`config.mk`:
```
export PLATFORM = sky130hd
export DESIGN_NAME = modulo_controlador_reservatorio_rolhas
export DESIGN_NICKNAME = d
export VERILOG_FILES = /design/src/rtl/modulo_controlador_reservatorio_rolhas.sv
export SDC_FILE = /design/constraint.sdc
export NUM_CORES = 1
export LEC_CHECK = 0
export ABC_AREA = 0
export CAP_MARGIN = 25
export CORE_MARGIN = 4
export CORE_UTILIZATION = 55
export DETAILED_ROUTE_END_ITERATION = 10
export PLACE_DENSITY = 0.85
export SETUP_SLACK_MARGIN = 0.5
export SYNTH_ARGS = -nofsm -noshare
export SYNTH_HDL_FRONTEND = slang
export SYNTH_SLANG_ARGS = --single-unit
```
`constraint.sdc`:
```
create_clock -name clk -period 6.4 [get_ports clk]
set_clock_uncertainty 0.2 [all_clocks]
set_input_delay 1.92 -clock clk [delete_from_list [all_inputs] [get_ports clk]]
set_output_delay 1.92 -clock clk [all_outputs]
set_load 0.03 [all_outputs]
```
`src/rtl/modulo_controlador_reservatorio_rolhas.sv`:
```
// Cork inventory controller: arbitrates operator loads, reservoir-to-feeder
// batch transfers and per-bottle consumption over two saturating counts.
module modulo_controlador_reservatorio_rolhas #(
    parameter int W         = 7,
    parameter int MAX_SEC   = 99,
    parameter int MAX_PRINC = 20,
    parameter int MIN_PRINC = 5,
    parameter int LOTE      = 15
) (
    input  logic         clk,
    input  logic         Nclr,
    input  logic         en,
    input  logic         add_req,
    input  logic [W-1:0] add_val,
    input  logic         ve_pulse,
    output logic [W-1:0] reg_secundario,
    output logic [W-1:0] reg_principal,
    output logic         ro,
    output logic         min_signal,
    output logic         busy,
    output logic         add_ack,
    output logic         add_err,
    output logic         falta
);

    typedef enum logic [1:0] {
        IDLE     = 2'd0,
        ADD      = 2'd1,
        TRANSFER = 2'd2
    } state_t;

    localparam logic [W:0]   MAX_SEC_W   = (W+1)'(MAX_SEC);
    localparam logic [W-1:0] MAX_PRINC_W = W'(MAX_PRINC);
    localparam logic [W-1:0] MIN_PRINC_W = W'(MIN_PRINC);
    localparam logic [W-1:0] LOTE_W      = W'(LOTE);
    localparam logic [W-1:0] ONE         = W'(1);

    state_t       state, state_next;
    logic         add_req_q;
    logic         add_pending;
    logic [W-1:0] add_value;
    logic [W-1:0] transfer_cnt;

    logic         add_rise;
    logic [W:0]   add_sum;
    logic         add_ok;
    logic         start_transfer;
    logic         move;
    logic [W-1:0] princ_after_move;
    logic         transfer_done;

    assign ro         = (reg_principal == '0);
    assign min_signal = (reg_principal < MIN_PRINC_W);
    assign busy       = (state != IDLE);

    assign add_rise = add_req & ~add_req_q;
    // Extra bit keeps the capacity test honest when the sum would wrap.
    assign add_sum  = {1'b0, reg_secundario} + {1'b0, add_value};
    assign add_ok   = (add_value != '0) && (add_sum <= MAX_SEC_W);

    assign start_transfer = en && min_signal && (reg_secundario != '0)
                            && (reg_principal < MAX_PRINC_W);
    assign move = (state == TRANSFER) && (reg_secundario != '0)
                  && (reg_principal < MAX_PRINC_W);
    // A simultaneous consumption cancels the feeder increment of the move.
    assign princ_after_move = ve_pulse ? reg_principal : reg_principal + ONE;
    assign transfer_done = !move || !en || (transfer_cnt + ONE == LOTE_W)
                           || (reg_secundario == ONE)
                           || (princ_after_move == MAX_PRINC_W);

    always_comb begin
        state_next = state;
        case (state)
            IDLE: begin
                if (start_transfer)
                    state_next = TRANSFER;
                else if (add_pending)
                    state_next = ADD;
            end
            ADD:      state_next = IDLE;
            TRANSFER: if (transfer_done) state_next = IDLE;
            default:  state_next = IDLE;
        endcase
    end

    always_ff @(posedge clk or negedge Nclr) begin
        if (!Nclr) begin
            state          <= IDLE;
            add_req_q      <= 1'b0;
            add_pending    <= 1'b0;
            add_value      <= '0;
            transfer_cnt   <= '0;
            reg_secundario <= '0;
            reg_principal  <= '0;
            add_ack        <= 1'b0;
            add_err        <= 1'b0;
            falta          <= 1'b0;
        end else begin
            state     <= state_next;
            add_req_q <= add_req;
            add_ack   <= 1'b0;
            add_err   <= 1'b0;
            falta     <= 1'b0;

            if (state == ADD) begin
                add_pending <= 1'b0;
                if (add_ok) begin
                    reg_secundario <= add_sum[W-1:0];
                    add_ack        <= 1'b1;
                end else begin
                    add_err <= 1'b1;
                end
            end else if (add_rise && !add_pending) begin
                add_pending <= 1'b1;
                add_value   <= add_val;
            end

            if (state == IDLE && start_transfer)
                transfer_cnt <= '0;

            if (move) begin
                reg_secundario <= reg_secundario - ONE;
                reg_principal  <= princ_after_move;
                transfer_cnt   <= transfer_cnt + ONE;
            end else if (ve_pulse && reg_principal != '0) begin
                reg_principal <= reg_principal - ONE;
            end else if (ve_pulse) begin
                falta <= 1'b1;
            end
        end
    end

endmodule

```
Word-level counts from Yosys, hierarchy flattened

Index checks and enable logic that the tools add are counted.

Bitwise gates (word level): 3
Multiplexer cells: 21
Eq/ne operators: 7
Add/subtract/negate cells: 5
Reduce and logical (&&, ||, !) cells: 30
$lt $le $gt $ge: 3

Operators by type and width:

| cell                                                                             | number |
|---|---|
| 7-bit 2-to-1 mux                                                                 | 8 |
| 7-bit nonzero test                                                               | 3 |
| 7-bit by 1-bit adder with 7-bit output, second input constant                    | 2 |
| 7-bit by 1-bit subtractor with 7-bit output, second input constant               | 2 |
| 2-bit nonzero test                                                               | 6 |
| 1-bit logical AND                                                                | 9 |
| 1-bit 2-to-1 mux                                                                 | 9 |
| 7-bit by 7-bit adder with 8-bit output                                           | 1 |
| 8-bit by 7-bit less-or-equal comparator with 1-bit output, second input constant | 1 |
| 7-bit by 1-bit == test with 1-bit output, second input constant                  | 1 |
| 7-bit by 4-bit == test with 1-bit output, second input constant                  | 1 |
| 7-bit by 5-bit == test with 1-bit output, second input constant                  | 1 |
| 7-bit zero test                                                                  | 1 |
| 7-bit by 3-bit less-than comparator with 1-bit output, second input constant     | 1 |
| 7-bit by 5-bit less-than comparator with 1-bit output, second input constant     | 1 |
| 2-bit 2-to-1 mux                                                                 | 3 |
| 2-bit AND reduction                                                              | 3 |
| 1-bit logical OR                                                                 | 4 |
| 2-bit one-hot mux with 2 select lines                                            | 1 |
| 1-bit zero test                                                                  | 3 |
| 3-bit != test, second input constant                                             | 1 |
| 2-bit by 1-bit == test with 1-bit output, second input constant                  | 1 |
| 2-bit == test, second input constant                                             | 1 |
| 2-bit zero test                                                                  | 1 |
| other kinds (3)                                                                  | 4 |

Output and inout port bits: 20
Bits in registers: 35
Input port bits: 12
Logic and storage cells: 79

Depth between registers and ports, before layout

Depth in word-level cells: 10
Gate-level depth with buffers: 10
Depth with buffers taken out: 9

Least setup slack after synthesis

Ideal clock, no wire load.

Path kind: register to output
Start point: register reg_principal[3]
End point: output port min_signal
Setup slack: 2703 ps
Cell stages (with the launch flop): 4
Required time: 4280 ps
Data arrival time: 1577 ps
Path through: dfrtp_1 -> clkbuf_1 -> or4_1 -> a21oi_2

Longest elaborated chain between the ends: 1

RTL lines:

| item                                                  | line | text |
|---|---|---|
| start, declared                                       | 17   | `output logic [W-1:0] reg_principal,` |
| start signal, assigned                                | 123  | `reg_principal <= princ_after_move;` |
| start signal, assigned                                | 126  | `reg_principal <= reg_principal - ONE;` |
| 7-bit by 3-bit less-than comparator with 1-bit output | 53   | `assign min_signal = (reg_principal < MIN_PRINC_W);` |
| end, declared                                         | 19   | `output logic min_signal,` |

No other way between the ends.

Final worst setup path

Start point: register reg_principal[2]
End point: output port ro

Longest elaborated chain between the ends: 1

RTL lines:

| item            | line | text |
|---|---|---|
| 7-bit zero test | 52   | `assign ro = (reg_principal == '0);` |
| end, declared   | 18   | `output logic ro,` |

No other way between the ends.

==> summary.txt <==
Initial DRC Count: 115
Met3 wire len: 221 um
Vias in the first global route: 1862
Multi-input gate area: 1324 um2
Mapped cell area: 2350 um2
Unrepaired setup endpoints after global routing: no
Root Buffer: clkbuf_8
Mean routed wirelength per cell: 15.39 um
Final Setup Violations: 0
Critical Path Fanout Max: 10
Hold Path Class: reg2reg
First-pass GRT wire length: 8590 um
Final ANT Viol Nets: 0
Die height: 73.36 um
# IOs: 32
Worst-path cell chain: nor3_1 > nand3_1 > inv_1 > clkdlybuf4s50_1
Port Buffers: 31
Power density cells: 595.7 nW/um2
Sequential cell area: 875.8 um2
Post-CTS sizing: 0
Top delay family on crit path: buffers and inverters
Max frequency: 229.7 MHz
Fillers: 329
Crit Reg-Reg Startpoint: add_value[0]$_DFFE_PN0P_
Row cnt: 23
Setup repair bufs after CTS: 0
Asr flop ratio synth: 1.000
Crit share post-route: 0.6801
Pin count of the biggest net entering global routing: 36
Status: completed
Initial antenna violation count: 0
Bufs and invs on worst path: 2
H-Tree Level Count: 2
Slew HR: 0.4692
P_leak: 0.001212 uW
Most common cell after layout, fill and taps aside: dfrtp_1
CTS max path bufs: 2
Hold depth: 1
Crit end category: primary output
Layout area overhead: 17.47%
Highest metal used: met4
Max VDD drop: 0.2955 mV
Clock sinks: 35
Grt total ovfl: 0
Hold EP: transfer_cnt[6]$_DFFE_PN0P_
Fin Setup TNS: 0 ns
CP startpoint kind: flop
EDFF count, synth: 0
Post-route insts no fill: 331
Die area: 5382 um2
Post-Syn Area per Cell: 9.251 um2
Cells after synthesis: 254
Starting Density: 0.5791
Slowest cell on crit path: clkdlybuf4s50_1
CTS clk-pin slew, worst paths: 0.08 ns
Leading register cell type out of synthesis: dfrtp_1
Yosys warns: 0
Final Hold Viols: 0
Via count: 1960
Worst path max stage delay: 0.67 ns
Distinct cells, synth: 55
GPL Wtd Cong: 0.7960
Cells after DPL: 323
#FFs+latches synth: 35
CTS tree: done
Critical path class: reg2out
Die X: 73.36 um
Clk_lat worst skew: 0.29 ns
Reg-to-reg slack, setup: 3.11 ns
GRT Util Overall: 0.2055
Minimum clock period after layout: 4.353 ns
Data required, critical path: 4.28 ns
MaxCap Viol Count: 0
Synthesized Nets: 281
Antenna diodes: 0
Final wirelength: 5095 um
Hold_sp: transfer_cnt[6]$_DFFE_PN0P_
HPWL Detailed: 3782 um
Hold_buf cts: 0
Register area share after synthesis: 0.3727
Most frequent cells in the layout: dfrtp_1 (35), clkdlybuf4s50_1 (31), nor2_1 (19), inv_1 (18), nand2_1 (15)
Layout cells sized above 1: 0.08897
Vias/cell: 5.921
Max-slew violation count: 0
Actual slew at the worst max-slew pin: 0.7915 ns
Critical Path AT: 2.23 ns
DR pass1 iterations: 4
Number of remaining DRC errors: 0
Register-to-Register Path Depth: 9
Reg-to-Reg End: reg_secundario[0]$_DFFE_PN0P_
Net count, final: 307
Metal1 wirelength: 2238 um
Met2 wire len: 2569 um
Cts bufs inserted: 5
Core Region: 4058 um2
[report_power, final]
group	switching (uW)	internal, uW
Sequential	140	323
Combinational	553	430
Clock	82.3	116
[registers in the layout, indices dropped and copies added, names as in the netlist]
register and count:
add_ack 1, add_err 1, add_pending 1, add_req_q 1, add_value 7, falta 1
reg_principal 7, reg_secundario 7, state 2, transfer_cnt 7
[cell type report]
type | instances | share of cell area
clock inverter | 3 | 0.01587
multi-input combinational | 188 | 0.4796
sequential | 35 | 0.3173
timing repair buffer | 32 | 0.1151
inverter | 18 | 0.02448
clock buffer | 5 | 0.02493
tap | 50 | 0.02267
[how the worst max path moves through the flow]
stage | start | to | slack [ns] | depth (start not counted)
after detailed placement | reg_principal[2]$_DFFE_PN0P_ | ro | 2.38 | 4
after global routing | reg_principal[2]$_DFFE_PN0P_ | ro | 1.91 | 4
after global placement | reg_principal[2]$_DFFE_PN0P_ | ro | 2.42 | 4
after floorplan | reg_principal[3]$_DFFE_PN0P_ | min_signal | 2.70 | 3
final | reg_principal[2]$_DFFE_PN0P_ | ro | 2.05 | 4
after CTS | reg_principal[2]$_DFFE_PN0P_ | ro | 2.04 | 4
[synth_stat cells, types with 3 or more instances]
cell      instances  area [um2]
dfrtp_1          35       875.8
nor2_1           19       71.32
inv_1            18       67.56
nand2_1          15       56.30
a21oi_1          14       70.07
ha_1             14       175.2
nand3_1          12       60.06
o21ai_1          10       50.05
o21ai_0           8       40.04
mux2_2            7       78.83
buf_2             6       30.03
nand4_1           6       37.54
nor2b_1           6       37.54
nor3_1            6       30.03
xor2_1            6       52.55
and3_1            5       31.28
a21o_1            4       30.03
o31ai_1           4       30.03
xnor2_1           4       35.03
a211oi_1          3       22.52
a211oi_2          3       37.54
a31oi_1           3       18.77
buf_6             3       33.78
clkbuf_1          3       11.26
nand3b_1          3       22.52
[worst reg2reg max path, cell delays in order (launching register included)]
cell and delay [ns]:
dfrtp_1 0.46, ha_1 0.25, inv_1 0.07, fa_1 0.46, nor2b_1 0.24, o311a_1 0.19, a211oi_2 0.06, o31ai_2 0.72
inv_1 0.14, a311o_1 0.38
[logic make-up (layout without fill, tap and decap cells)]
kind of cell    Yosys count  count (layout)  synth area share
xor+xnor                 10              10           0.03727
mux                       7               7           0.03355
compound gates           71              71            0.2215
flops                    35              35            0.3727
buf+inv                  31              58           0.06390
fa+ha+maj                15              15           0.08307
simple gates             85              85            0.1880
[metal layers]
metal,GRT usage,vias up
met1,0.2485,946
met3,0.06019,7
met2,0.3486,36
li1,-,971
met4,0.07042,0
met5,0,-
[metrics by stage]
stage                     utilization  hold slack, ns  cell area, um2  worst slack (ns)  total power, uW
final                          0.6802          0.2977            2760             2.047             1644
after global routing           0.6802          0.3462            2760             1.905             1784
after CTS                      0.6802          0.2938            2760             2.045             1653
after detailed placement       0.6525          0.2822            2648             2.379             1446
after global placement         0.6525          0.2733            2648             2.419             1416
after floorplan                     -          0.2491            2350             2.703             1209
No activity file was read; power rests on OpenSTA's default activity.
